`config.mk`:
```
export PLATFORM = sky130hd
export DESIGN_NAME = store_buffer
export DESIGN_NICKNAME = d
export VERILOG_FILES = /design/src/rtl/rv32_pkg.sv /design/src/rtl/store_lane_align.sv /design/src/rtl/store_buffer.sv
export SDC_FILE = /design/constraint.sdc
export NUM_CORES = 1
export LEC_CHECK = 0
export BUFFER_PORTS_ARGS = -buffer_cell sky130_fd_sc_hd__clkbuf_2
export CAP_MARGIN = 20
export CORE_AREA = 2 2 165 167
export DETAILED_ROUTE_END_ITERATION = 10
export DIE_AREA = 0 0 167 169
export PLACE_DENSITY = 0.8
export SETUP_SLACK_MARGIN = 0.3
export SLEW_MARGIN = 20
export SYNTH_ARGS = -nofsm -noshare
export SYNTH_HDL_FRONTEND = slang
export SYNTH_SLANG_ARGS = --single-unit
```
`constraint.sdc`:
```
create_clock -name clk -period 2.34 [get_ports clk]
set_clock_uncertainty 0.15 [all_clocks]
set_input_delay 0.117 -clock clk [delete_from_list [all_inputs] [get_ports clk]]
set_output_delay 0.117 -clock clk [all_outputs]
set_load 0.05 [all_outputs]
```
`src/rtl/rv32_pkg.sv`:
```
// Shared RV32 store definitions: store funct3 encodings and the buffered-entry layout.
package rv32_pkg;

    localparam logic [2:0] F3_SB = 3'b000;
    localparam logic [2:0] F3_SH = 3'b001;
    localparam logic [2:0] F3_SW = 3'b010;

    localparam int SB_ADDR_W = 32;

    typedef struct packed {
        logic [SB_ADDR_W-1:2] addr;
        logic [31:0]          wdata;
        logic [3:0]           be;
    } sb_entry_t;

endpackage

```
`src/rtl/store_lane_align.sv`:
```
// Combinational store formatter: maps a store onto 32-bit byte lanes and flags illegal requests.
module store_lane_align
    import rv32_pkg::*;
(
    input  logic [2:0]  funct3,
    input  logic [1:0]  offset,
    input  logic [31:0] data,
    output logic [3:0]  be,
    output logic [31:0] wdata,
    output logic        misalign
);

    // Lane select and replication; unknown funct3 is treated as an illegal store.
    always_comb begin
        be       = 4'b0000;
        wdata    = 32'h0000_0000;
        misalign = 1'b0;
        case (funct3)
            F3_SB: begin
                be    = 4'b0001 << offset;
                wdata = {4{data[7:0]}};
            end
            F3_SH: begin
                be       = 4'b0011 << {offset[1], 1'b0};
                wdata    = {2{data[15:0]}};
                misalign = offset[0];
            end
            F3_SW: begin
                be       = 4'b1111;
                wdata    = data;
                misalign = |offset;
            end
            default: begin
                misalign = 1'b1;
            end
        endcase
    end

endmodule

```
`src/rtl/store_buffer.sv`:
```
// Posted-write store buffer: in-order FIFO of lane-aligned stores drained over req/ack,
// with misalignment pulse and load-after-store word hazard detection.
module store_buffer
    import rv32_pkg::*;
#(
    parameter int DEPTH  = 4,
    parameter int ADDR_W = 32
) (
    input  logic                       clk,
    input  logic                       rst_n,
    input  logic                       st_valid,
    input  logic [2:0]                 st_funct3,
    input  logic [ADDR_W-1:0]          st_addr,
    input  logic [31:0]                st_data,
    output logic                       st_ready,
    output logic                       st_misalign,
    input  logic                       ld_check,
    input  logic [ADDR_W-1:0]          ld_addr,
    output logic                       ld_hazard,
    output logic                       mem_req,
    output logic [ADDR_W-1:0]          mem_addr,
    output logic [31:0]                mem_wdata,
    output logic [3:0]                 mem_be,
    input  logic                       mem_ack,
    output logic                       sb_empty,
    output logic [$clog2(DEPTH):0]     sb_count
);

    localparam int PW = $clog2(DEPTH);
    localparam int CW = PW + 1;
    localparam logic [CW-1:0] FULL_CNT = CW'(DEPTH);

    logic [ADDR_W-3:0] addr_q  [DEPTH];
    logic [ADDR_W-3:0] addr_d  [DEPTH];
    logic [31:0]       wdata_q [DEPTH];
    logic [31:0]       wdata_d [DEPTH];
    logic [3:0]        be_q    [DEPTH];
    logic [3:0]        be_d    [DEPTH];
    logic [DEPTH-1:0]  valid_q, valid_d;
    logic [PW-1:0]     head_q, head_d, tail_q, tail_d;
    logic [CW-1:0]     count_q, count_d;
    logic              misalign_q, misalign_d;

    logic [3:0]        al_be_s;
    logic [31:0]       al_wdata_s;
    logic              al_misalign_s;
    logic              push_s, pop_s, hit_s;

    store_lane_align u_align (
        .funct3   (st_funct3),
        .offset   (st_addr[1:0]),
        .data     (st_data),
        .be       (al_be_s),
        .wdata    (al_wdata_s),
        .misalign (al_misalign_s)
    );

    assign st_ready    = (count_q != FULL_CNT);
    assign mem_req     = (count_q != {CW{1'b0}});
    assign sb_empty    = ~mem_req;
    assign sb_count    = count_q;
    assign st_misalign = misalign_q;
    assign mem_addr    = {addr_q[head_q], 2'b00};
    assign mem_wdata   = wdata_q[head_q];
    assign mem_be      = mem_req ? be_q[head_q] : 4'b0000;

    // Full blocks pushes even when the head retires this cycle; there is no bypass path.
    assign push_s = st_valid & st_ready & ~al_misalign_s;
    assign pop_s  = mem_req & mem_ack;

    // Word-granular match against entries already stored; the entry being pushed is not visible yet.
    always_comb begin
        hit_s = 1'b0;
        for (int i = 0; i < DEPTH; i++) begin
            hit_s = hit_s | (valid_q[i] & (addr_q[i] == ld_addr[ADDR_W-1:2]));
        end
    end

    assign ld_hazard = ld_check & hit_s;

    // Next-state for storage, pointers, occupancy and the rejection pulse.
    always_comb begin
        addr_d     = addr_q;
        wdata_d    = wdata_q;
        be_d       = be_q;
        valid_d    = valid_q;
        head_d     = head_q;
        tail_d     = tail_q;
        count_d    = count_q;
        misalign_d = st_valid & st_ready & al_misalign_s;
        if (push_s) begin
            addr_d[tail_q]  = st_addr[ADDR_W-1:2];
            wdata_d[tail_q] = al_wdata_s;
            be_d[tail_q]    = al_be_s;
            valid_d[tail_q] = 1'b1;
            tail_d          = tail_q + PW'(1);
        end else begin
            tail_d = tail_q;
        end
        if (pop_s) begin
            valid_d[head_q] = 1'b0;
            head_d          = head_q + PW'(1);
        end else begin
            head_d = head_q;
        end
        case ({push_s, pop_s})
            2'b10:   count_d = count_q + CW'(1);
            2'b01:   count_d = count_q - CW'(1);
            default: count_d = count_q;
        endcase
    end

    // State registers; reset discards every pending store.
    always_ff @(posedge clk or negedge rst_n) begin
        if (!rst_n) begin
            for (int i = 0; i < DEPTH; i++) begin
                addr_q[i]  <= '0;
                wdata_q[i] <= 32'h0000_0000;
                be_q[i]    <= 4'b0000;
            end
            valid_q    <= '0;
            head_q     <= '0;
            tail_q     <= '0;
            count_q    <= '0;
            misalign_q <= 1'b0;
        end else begin
            addr_q     <= addr_d;
            wdata_q    <= wdata_d;
            be_q       <= be_d;
            valid_q    <= valid_d;
            head_q     <= head_d;
            tail_q     <= tail_d;
            count_q    <= count_d;
            misalign_q <= misalign_d;
        end
    end

endmodule

```
# Yosys cells after proc, flatten, opt, wreduce, memory -nomap -nowiden
# Index checks and enable logic that the tools add are counted.
[op_classes] div_mod_pow=0 n_lt_le_gt_ge=7 eq_ne=9 reduce_logical=7 shift=2 n_addsub=4 n_bitwise=19 n_mul=0 muxes=29
[op_table] cell="128-bit bitwise mux" count=1
[op_table] cell="120-bit bitwise mux" count=1
[op_table] cell="30-bit equality test" count=4
[op_table] cell="32-bit two-way mux" count=3
[op_table] cell="32-bit one-hot mux with 3 select lines" count=1
[op_table] cell="30-bit two-way mux" count=3
[op_table] cell="32-bit binary-select mux with 2-bit select" count=1
[op_table] cell="32-bit demux with 2-bit select" count=1
[op_table] cell="30-bit binary-select mux with 2-bit select" count=1
[op_table] cell="30-bit demux with 2-bit select" count=1
[op_table] cell="4-bit two-way mux" count=6
[op_table] cell="16-bit bitwise mux" count=1
[op_table] cell="4-bit one-hot mux with 3 select lines" count=1
[op_table] cell="1-bit bitwise AND" count=9
[op_table] cell="4-bit binary-select mux with 2-bit select" count=1
[op_table] cell="4-bit demux with 2-bit select" count=1
[op_table] cell="3-bit >= comparator (second input constant)" count=2
[op_table] cell="2-bit by 3-bit < comparator with 1-bit output (second input constant)" count=2
[op_table] cell="2-bit NOT with 3-bit output" count=2
[op_table] cell="3-bit one-hot mux with 2 select lines" count=1
[op_table] cell="2-bit by 1-bit adder with 2-bit output (second input constant)" count=2
[op_table] cell="4-bit bitwise AND" count=1
[op_table] cell="1-bit demux with 2-bit select" count=2
[op_table] cell="2-bit by 1-bit >= comparator with 1-bit output (second input constant)" count=2
[op_table] cell="other kinds (21)" count=27
[totals] word_cells=94 register_bits=276 memories=0 ramBits=0 latch_bits=0 rom_bits=0 out_inout_bits=76

# Logic depth before layout (Yosys ltp)
# Gate-level depths: netlist of the first run.
[depth] ltp_word=8 depth_mapped=11

# Modules after synthesis
# A second synthesis of the first run with hierarchy kept.
[hier_totals] hier_cells=986 hier_area_um2=14425.1
[by_module_without_submodules] module="store_buffer" seq_area_each_um2=6906.6 cells_each=885 area_each_um2=13875.8 instances=1
[by_module_without_submodules] module="store_lane_align" seq_area_each_um2=0.0 cells_each=101 area_each_um2=549.3 instances=1

# Worst setup path after synthesis of the first run
# Ideal clock, no wire load.
[synth_timing] path_type="flip-flop to flip-flop" start="register count_q[0] (netlist: sb_count[0])" end="register count_q[2] (netlist: sb_count[2])" t_required_ns=2.045 slack_ns=-1.075 stages_incl_launch_ff=10 n_path_buf=1 arrival_time_ns=3.120 cell_sequence="dfrtp_1 -> nor3_1 -> nor2b_1 -> clkbuf_1 -> ha_1 -> inv_1 -> fa_1 -> xor2_1 -> nor2_1 -> xor2_1"
[synth_lines] item="from (decl)" line="store_buffer.sv:41" rtl="logic [CW-1:0] count_q, count_d;"
[synth_lines] item="from (signal assigned)" line="store_buffer.sv:133" rtl="count_q <= count_d;"
[synth_lines] item="3-bit nonzero test (*)" line="store_buffer.sv:59" rtl="assign mem_req = (count_q != {CW{1'b0}});"
[synth_lines] item="1-bit bitwise AND (*)" line="store_buffer.sv:69" rtl="assign pop_s = mem_req & mem_ack;"
[synth_lines] item="named net pop_s" line="store_buffer.sv:47" rtl="logic push_s, pop_s, hit_s;"
[synth_lines] item="2-bit by 1-bit equality test with 1-bit output / 2-bit equality test (equally long branches)" line="store_buffer.sv:106" rtl="case ({push_s, pop_s})"
[synth_lines] item="3-bit one-hot mux with 2 select lines / 2-bit nonzero test (equally long branches)"
# Mark *: on every way through the listed nets, which the timed path passes. The rest lies on a longest branch.
# A chain may end at the register's enable or synchronous reset.

# Worst setup path after layout of the first run
[layout_timing] start="register addr_q[4] in the netlist's numbering" end="output port ld_hazard"
[layout_between] elab_chain_cells=4
[layout_rtl] item="from (decl)" line="store_buffer.sv:33" rtl="logic [ADDR_W-3:0] addr_q [DEPTH];"
[layout_rtl] item="from (signal assigned)" line="store_buffer.sv:127" rtl="addr_q <= addr_d;"
[layout_rtl] item="30-bit equality test" line="store_buffer.sv:75" rtl="hit_s = hit_s | (valid_q[i] & (addr_q[i] == ld_addr[ADDR_W-1:2]));"
[layout_rtl] item="1-bit bitwise AND" line="store_buffer.sv:75"
[layout_rtl] item="1-bit OR" line="store_buffer.sv:75"
[layout_rtl] item="1-bit bitwise AND" line="store_buffer.sv:79" rtl="assign ld_hazard = ld_check & hit_s;"
[layout_rtl] item="to (decl)" line="store_buffer.sv:19" rtl="output logic ld_hazard,"
# No other way between the ends.

==> results of run 1 <==
==> worst min-delay path, delay by kind of cell <==
family	cells	cell delay, ns
AO/OA/AOI/OAI	1	0.07
buffers and inverters	1	0.08
multiplexers	1	0.21
AND/OR/NAND/NOR	1	0.26
==> stage by stage <==
stage	setup TNS [ns]	power, mW	instances
6_report	-3.83	33.1	1823
5_1_grt	-5.39	33.8	1823
4_1_cts	-2.41	29.9	1795
3_5_place_dp	-0.0126	21.1	1598
3_3_place_gp	0	20.7	1598
2_1_floorplan	-0.431	17.9	1108
==> cells by family (layout without fill, tap and decap cells) <==
| family | Yosys count | in the layout | synth area share [%] |
|---|---|---|---|
| compound gates | 147 | 147 | 5.52 |
| xor+xnor | 125 | 125 | 7.93 |
| fa+ha+maj | 10 | 10 | 0.961 |
| buf+inv | 98 | 472 | 3.89 |
| flops | 276 | 276 | 50.0 |
| mux | 231 | 231 | 24.2 |
| other cells | 1 | 2 | 0.0272 |
| simple gates | 219 | 219 | 7.47 |
==> cell type report <==
class,count,area (um^2)
clock buffer,43,878
clock inverter,9,111
fill,1095,4570
inverter,15,56.3
multi-input combinational,734,8160
sequential,276,6920
tap,341,427
timing repair buffer,405,5370
==> metal layers <==
layer  vias up  track usage, %  routed length, um
li1       4655               -                  -
met1      6195            42.9              19800
met2      1077            61.3              29500
met3       411            8.58               6000
met4         2            16.5               5650
met5         -               0                 14
==> where the power goes <==
part	switching [mW]	total [mW]	internal [mW]	leakage [nW]
combinational	9.18	18.6	9.42	6.29
clock	2.12	4.93	2.81	0.484
sequential	2.60	9.53	6.93	3.56
==> cell usage after synthesis, types with 2 or more instances <==
| master | n | area, um^2 |
|---|---|---|
| xnor2_1 | 79 | 692 |
| nand4_1 | 28 | 175 |
| mux4_2 | 66 | 1490 |
| clkbuf_1 | 38 | 143 |
| nor2b_1 | 17 | 106 |
| ha_1 | 9 | 113 |
| buf_4 | 6 | 45.0 |
| dfrtp_1 | 276 | 6910 |
| buf_1 | 2 | 7.51 |
| buf_2 | 21 | 105 |
| xor2_1 | 46 | 403 |
| a22oi_1 | 4 | 30.0 |
| nor2_1 | 19 | 71.3 |
| buf_6 | 16 | 180 |
| nor4_1 | 16 | 100 |
| mux2i_1 | 9 | 90.1 |
| o21ai_0 | 129 | 646 |
| and2_1 | 16 | 100 |
| mux2_2 | 156 | 1760 |
| inv_1 | 15 | 56.3 |
| a21oi_1 | 10 | 50.1 |
| nand2_1 | 118 | 443 |
==> sequential cells by signal, indices dropped and copies added, names as in the netlist <==
name and count:
tail_q 2, addr_q 120, wdata_q 128, st_misalign 1
valid_q 4, be_q 16, head_q 2, sb_count 3
==> what timing repair did <==
item                       CTS  global route
pin swaps                   66            53
hold buffers                49             0
setup endpoints to repair  266           337
resized for setup          364           253
gates cloned                33            17
hold endpoints to repair   454             0
buffers inserted            63            11
==> final timing paths <==
check | from | to | cells after the start
min in group asynchronous | rst_n | addr_q[28] | 3
max | addr_q[4] | ld_hazard | 5
min reg2reg | wdata_q[56] | wdata_q[56] | 2
max reg2reg | sb_count[0] | sb_count[2] | 10
min | st_data[17] | wdata_q[81] | 4
max in group asynchronous | rst_n | addr_q[104] | 4
==> flow_summary_export.csv, run 1 <==
group,metric,value,unit
pwr,peakVddDrop,0.00142,V
critical_path,rrSetupSlack,-0.04,ns
detailed_routing,drt_iter0_markers,1394,
critical_path,path_buf_inv,1,
placement,dp_slack,-0.0126,ns
critical_path,worst_path_max_delay_cell,"nor4_1",
detailed_routing,via_per_inst,6.77,
timing,post-route-min-period,2.82,ns
pwr,powerDensity,1510,nW/um^2
status,violations,"negative setup slack",
grt,antenna_found_initial,1,
floorplanning,die_area,28200,um^2
critical_path,required,2.07,ns
detailed_routing,wirelength,61.0,mm
logic_synthesis,synth-edff-count,0,
timing,max_freq,354,MHz
placement,dpl_cell_area,16000,um^2
detailed_routing,post_drt_wl_per_cell,33.5,um
finish,area_delta_synth_final,58.9,%
finish,nets,1575,
logic_synthesis,postSynthCellCount,1107,
critical_path,max_stage_delay,0.55,ns
floorplanning,row_count,60,
clock_network,h-tree-depth,1,
clock_network,cts_max_path_buffers,3,
grt,grt_pass1_wl,76.5,mm
finish,final_common_cell,"dfrtp_1",
finish,antennaDiodeCount,0,
placement,placement.io_buffers,175,
status,status,"complete, but fails checks",
clock_network,cts.sinks,276,
logic_synthesis,ys_seq_area_share,50.0,%
critical_path,cp-start-kind,"flop",
logic_synthesis,ys_ff_latch,276,
clock_network,clk_latency,0.57,ns
timing,hold_ws,0.0464,ns
clock_network,cts_tree,"done",
grt,grt_pass1_vias,12360,
clock_network,path_clk_slew,0.07,ns
logic_synthesis,synth_area,13800,um^2
logic_synthesis,avgSynthCellArea,12.5,um^2
placement,dp_hpwl,25.5,mm
detailed_routing,vias,12340,
floorplanning,die_w,167,um
floorplanning,die_y,169,um
grt,overflow,0,
detailed_routing,first_pass_iters,5,
finish,drive_above_1_share,59.0,%
finish,final_util,82.7,%
critical_path,path_delay_family,"simple AND/OR/NAND/NOR gates",
clock_network,root_buffer,"clkbuf_16",
logic_synthesis,ys_async_sr_fraction,100,%
floorplanning,core_area,26500,um^2
finish,design_area,21900,um^2
critical_path,crit_fanout,3,
floorplanning,io_pins,180,
logic_synthesis,synth_warnings,0,
logic_synthesis,synth-main-ff-cell,"dfrtp_1",
finish,mostFrequentLayoutCells,"dfrtp_1 (270), mux2_4 (156), clkbuf_2 (105)",
flow_run,maxCapViolCount,0,
timing,period_share,121,%
logic_synthesis,synth_cell_type_count,33,
grt,grt_use_total,35.7,%
clock_network,numCtsBuffers,29,
timing,finalSetupViolations,56,
timing,slew_headroom,13.4,%
timing,fin_ws,-0.481,ns
critical_path,path_class,"flop to primary output",
placement,gp_congestion,0.864,
worst_hold_path,min_path_type,"input pin to flop",
critical_path,path_cells,"xor2_1 > nor4_1 > nand4_1 > a41oi_2 > buf_8",
pwr,power_leakage,10.3,nW
grt,grt_max_degree,72,
timing,worst_slew_pin_slew,1.29,ns
timing,drv_slew,0,
critical_path,cp-end-kind,"primary output",
floorplanning,start_util,52.1,%
critical_path,arrival,2.55,ns
timing,finalHoldViolations,0,
detailed_routing,ant_nets,0,
detailed_routing,route.detailed.drc,0,
timing,rsz0062_at_grt,"true",
Power figures use the tool's default switching activity.
==> inputs of run 2 (changes only) <==
- clock period: 2.34 -> 2.4 ns (I/O delays scaled with it)
==> run 2 against run 1 <==
Highest routed layer is now met4. Die area unchanged. Largest power group unchanged. Register-to-register slack worse by 0.03 ns. Cell area decreased by 0.72%. Largest cell class unchanged. Critical path depth rose by 2. Critical path type unchanged. The flow still finishes with violations (negative setup slack). Clock power is 8.5% higher.
==> flow_summary_export.csv, run 2 (same netlist as run 1, synthesis figures left out) <==
group,metric,value,unit
critical_path,arrival,2.69,ns
floorplanning,die_area,28200,um^2
detailed_routing,first_pass_iters,7,
placement,gp_congestion,0.882,
clock_network,h-tree-depth,1,
floorplanning,core_area,26500,um^2
critical_path,rrSetupSlack,-0.07,ns
flow_run,maxCapViolCount,0,
critical_path,path_class,"flop to primary output",
detailed_routing,vias,12131,
floorplanning,start_util,52.1,%
finish,drive_above_1_share,54.6,%
clock_network,numCtsBuffers,30,
clock_network,root_buffer,"clkbuf_16",
timing,worst_slew_pin_slew,1.18,ns
timing,max_freq,338,MHz
detailed_routing,post_drt_wl_per_cell,32.0,um
grt,grt_pass1_wl,73.3,mm
grt,grt_use_total,34.1,%
timing,tns,-2.89,ns
grt,grt_pass1_vias,11941,
grt,overflow,0,
clock_network,clk_latency,0.57,ns
floorplanning,row_count,60,
timing,slew_headroom,20.5,%
timing,post-route-min-period,2.96,ns
finish,final_common_cell,"dfrtp_1",
finish,top_regs,"wdata_q x128, addr_q x120, be_q x16",
pwr,power_leakage,10.3,nW
detailed_routing,route.detailed.drc,0,
finish,largest_register,"wdata_q",
placement,dpl_cell_area,15900,um^2
critical_path,crit_fanout,3,
clock_network,path_clk_slew,0.07,ns
placement,dp_hpwl,25.3,mm
detailed_routing,drt_iter0_markers,1224,
finish,fillers,1164,
finish,area_delta_synth_final,57.7,%
critical_path,cp-end-kind,"primary output",
floorplanning,die_y,169,um
timing,rsz0062_at_grt,"true",
worst_hold_path,min_path_type,"input pin to flop",
timing,hold_ws,0.0267,ns
timing,finalHoldViolations,0,
finish,design_area,21800,um^2
detailed_routing,ant_nets,0,
pwr,powerDensity,1480,nW/um^2
finish,largest_reg_flops,128,
floorplanning,die_w,167,um
critical_path,required,2.13,ns
finish,mostFrequentLayoutCells,"dfrtp_1 (270), mux2_4 (156), clkbuf_2 (105)",
placement,placement.io_buffers,175,
critical_path,cp-start-kind,"flop",
status,status,"complete, but fails checks",
timing,fin_ws,-0.556,ns
finish,nets,1578,
pwr,peakVddDrop,0.00134,V
detailed_routing,via_per_inst,6.63,
grt,antenna_found_initial,1,
clock_network,cts_tree,"done",
floorplanning,io_pins,180,
status,violations,"negative setup slack",
grt,grt_max_degree,85,
clock_network,cts_max_path_buffers,3,
detailed_routing,wirelength,58.5,mm
timing,finalSetupViolations,72,
timing,period_share,123,%
clock_network,cts.sinks,276,
timing,drv_slew,0,
==> run 2: where the power goes <==
part           internal [mW]  leakage, nW  switching, mW
Combinational           9.02         6.19           8.77
Clock                   3.16        0.548           2.20
Sequential              6.76         3.56           2.34
Total                   18.9         10.3           13.3
==> run 2: timing repair <==
action,4_1_cts,5_1_grt
hold buffers,57,0
setup buffers,53,27
endpoints found under the hold margin,469,0
pin swaps,35,58
gates resized for setup,330,297
cloned,25,22
endpoints found under the setup margin,154,323
==> run 2: critical path, cell delays in order, from the launching register on <==
cell and delay [ns]:
dfrtp_1 0.44, xnor2_1 0.30, nand4_1 0.23, nor4_4 0.41, buf_4 0.18, nand4_1 0.09
a41oi_2 0.28, buf_8 0.19
==> run 2: metal layers <==
layer / GRT usage [%] / share of wire [%] / vias to the layer above / routed length (um)
met5: 0 / 0 / - / 0
li1: - / - / 4646 / -
met2: 59.3 / 49 / 1011 / 28700
met4: 15.3 / 9.1 / 0 / 5320
met1: 41.9 / 33 / 6111 / 19400
met3: 5.96 / 8.7 / 363 / 5080
==> run 2: through the flow <==
step	power (mW)	util [%]	cells	worst slack [ns]
2_1_floorplan	17.3	-	1108	-0.219
3_3_place_gp	20.0	59.9	1589	0.0423
3_5_place_dp	20.4	59.9	1589	0.00787
4_1_cts	29.3	76.0	1780	-0.265
5_1_grt	33.0	82.1	1830	-0.573
6_report	32.2	82.1	1830	-0.556
==> run 2: worst paths after layout <==
path                             start           to  depth (start not counted)
min in group asynchronous        rst_n   addr_q[23]                          3
max reg2reg                sb_count[0]   wdata_q[6]                         12
min                            mem_ack    head_q[1]                          4
max                         addr_q[33]    ld_hazard                          7
min reg2reg                wdata_q[91]  wdata_q[91]                          2
max in group asynchronous        rst_n   wdata_q[6]                          4
==> run 2: final cells by class <==
cell class,instances,area [um^2],area share [%]
Timing Repair Buffer,407,5390,24.7
Clock buffer,37,848,3.90
Antenna cell,1,2.50,0.0115
Inverter,15,56.3,0.259
Sequential cell,276,6920,31.8
Tap cell,341,427,1.96
Clock inverter,19,262,1.20
Multi-Input combinational cell,734,7870,36.1
==> inputs of run 3 (changes only) <==
- CORE_AREA: 2 2 165 167 -> 4 4 167 169
- DIE_AREA: 0 0 167 169 -> 0 0 171 173
==> run 3 against run 2 <==
The run still ends with negative setup slack left. Highest routed layer unchanged. First-iteration DRC count is 1.1% higher. Core utilization is 0.83 points lower. Final cell count decreased by 0.71%. Setup slack better by 0.24 ns. Worst hold slack improved by 0.019 ns. Cell area down 0.72%. Sequential power is 0.7% higher.
==> flow_summary_export.csv, run 3 (same netlist as run 1, synthesis figures left out) <==
group,metric,value,unit
placement,gp_congestion,0.927,
clock_network,path_clk_slew,0.07,ns
clock_network,numCtsBuffers,29,
grt,antenna_found_initial,1,
grt,grt_use_total,32.4,%
clock_network,cts_tree,"done",
timing,worst_slew_pin_slew,1.23,ns
detailed_routing,vias,11998,
floorplanning,core_area,26600,um^2
finish,final_util,81.3,%
finish,largest_register,"wdata_q",
critical_path,crit_path_end,"ld_hazard",
critical_path,worst_path_max_delay_cell,"dfrtp_1",
placement,dp_hpwl,26.8,mm
finish,design_area,21600,um^2
finish,nets,1568,
clock_network,clk_latency,0.55,ns
finish,top_regs,"wdata_q x128, addr_q x120, be_q x16",
clock_network,h-tree-depth,1,
critical_path,path_delay_family,"simple AND/OR/NAND/NOR gates",
critical_path,cp-end-kind,"primary output",
critical_path,rr_endpoint,"be_q[2]",
placement,placement.io_buffers,175,
critical_path,max_stage_delay,0.41,ns
timing,post-route-min-period,2.72,ns
detailed_routing,drt_iter0_markers,1237,
detailed_routing,ant_nets,0,
critical_path,path_depth,6,
timing,finalSetupViolations,32,
detailed_routing,post_drt_wl_per_cell,31.2,um
critical_path,arrival,2.45,ns
grt,grt_max_degree,66,
detailed_routing,route.detailed.drc,0,
floorplanning,start_util,51.9,%
finish,drive_above_1_share,57.1,%
pwr,power_leakage,10.2,nW
floorplanning,die_area,29600,um^2
grt,overflow,0,
floorplanning,io_pins,180,
finish,fillers,1212,
detailed_routing,first_pass_iters,6,
finish,largest_reg_flops,128,
status,violations,"negative setup slack",
critical_path,r2r_start,"sb_count[0]",
worst_hold_path,min_path_type,"input pin to flop",
critical_path,cp-start-kind,"flop",
finish,area_delta_synth_final,56.6,%
timing,rsz0062_at_grt,"true",
timing,finalHoldViolations,0,
clock_network,root_buffer,"clkbuf_16",
status,status,"complete, but fails checks",
detailed_routing,wirelength,56.7,mm
timing,slew_headroom,17.0,%
finish,mostFrequentLayoutCells,"dfrtp_1 (269), mux2_4 (156), clkbuf_2 (105)",
floorplanning,die_w,171,um
critical_path,path_cells,"xnor2_1 > nand4_1 > nor4_1 > nand4_1 > a41oi_2 > buf_8",
critical_path,path_buf_inv,1,
pwr,peakVddDrop,0.00103,V
critical_path,rrSetupSlack,-0.02,ns
critical_path,reg2regPathDepth,9,
critical_path,crit_start,"addr_q[45]",
floorplanning,die_y,173,um
timing,fin_ws,-0.318,ns
critical_path,required,2.13,ns
detailed_routing,via_per_inst,6.60,
pwr,powerDensity,1450,nW/um^2
finish,final_common_cell,"dfrtp_1",
floorplanning,row_count,60,
critical_path,crit_fanout,3,
timing,max_freq,368,MHz
grt,grt_pass1_vias,12188,
clock_network,cts.sinks,276,
timing,period_share,113,%
timing,drv_slew,0,
clock_network,cts_max_path_buffers,3,
grt,grt_pass1_wl,74.0,mm
placement,dpl_cell_area,16000,um^2
critical_path,path_common_cell,"nand4_1",
critical_path,path_class,"flop to primary output",
timing,hold_ws,0.0457,ns
flow_run,maxCapViolCount,0,
## run 3: changes by cell type in the layout (fill, tap and decap cells not counted), moves of 6 or more
cell and change:
o21ai_0 -14, xnor2_1 -15, buf_12 +6, o21ai_4 +6, nand2_2 +11, xnor2_2 +15, buf_6 -9, clkbuf_16 -16
buf_8 +15, nand2_1 -12, o21ai_2 +6, clkbuf_1 +7
## run 3: layout make-up
cell class	instances	area [um^2]	area share [%]
repair buffers	398	5150	23.8
diodes	2	5.00	0.0232
well taps	341	427	1.97
inverters	15	56.3	0.261
clock inverters	10	103	0.475
flip-flops and latches	276	6920	32.0
multi-input cells	734	8140	37.7
clock buffers	41	811	3.75
## run 3: how the worst min path moves through the flow
stage	start	to	slack [ns]	cells after the start
finish	mem_ack	head_q[0]	0.05	4
global route	mem_ack	head_q[0]	0.05	4
CTS	mem_ack	head_q[0]	0.01	4
detailed placement	rst_n	addr_q[113]	-0.03	1
global placement	rst_n	addr_q[113]	-0.02	1
floorplan	rst_n	addr_q[0]	-0.33	0
## run 3: worst min-delay path, cell delays in order
cell      delay (ns)
clkbuf_2        0.07
nor2b_1         0.18
buf_4           0.19
xnor2_1         0.14
## run 3: report_power, final
| part | internal (mW) | leakage (nW) | switching (mW) |
|---|---|---|---|
| combinational | 9.00 | 6.18 | 8.70 |
| clock | 2.55 | 0.451 | 1.96 |
| sequential | 6.76 | 3.56 | 2.39 |
| total | 18.3 | 10.2 | 13.0 |
## run 3: metrics by stage
step	instances	setup TNS, ns	power (mW)	setup WS [ns]
after CTS	1781	-0.768	28.6	-0.191
after global routing	1816	-3.03	32.2	-0.357
after floorplan	1108	-0.311	17.3	-0.219
after global placement	1599	0	20.1	0.0670
after detailed placement	1599	0	20.5	0.0715
final	1817	-1.26	31.4	-0.318
## run 3: what timing repair did
action / CTS / global route
endpoints found under the hold margin: 450 / 0
hold buffers: 52 / 0
cloned: 23 / 10
pin swaps: 64 / 93
setup endpoints to repair: 232 / 336
setup buffers: 56 / 24
gates resized for setup: 355 / 342
## run 3: routing by layer
layer  GRT usage [%]  wire length [um]  vias to the layer above  share of wire, %
met1            40.2             18800                     5987                33
met4            13.5              5000                        0               8.8
li1                -                 -                     4624                 -
met2            55.3             27900                     1008                49
met3            6.45              5040                      379               8.9
met5               0                 0                        -                 0
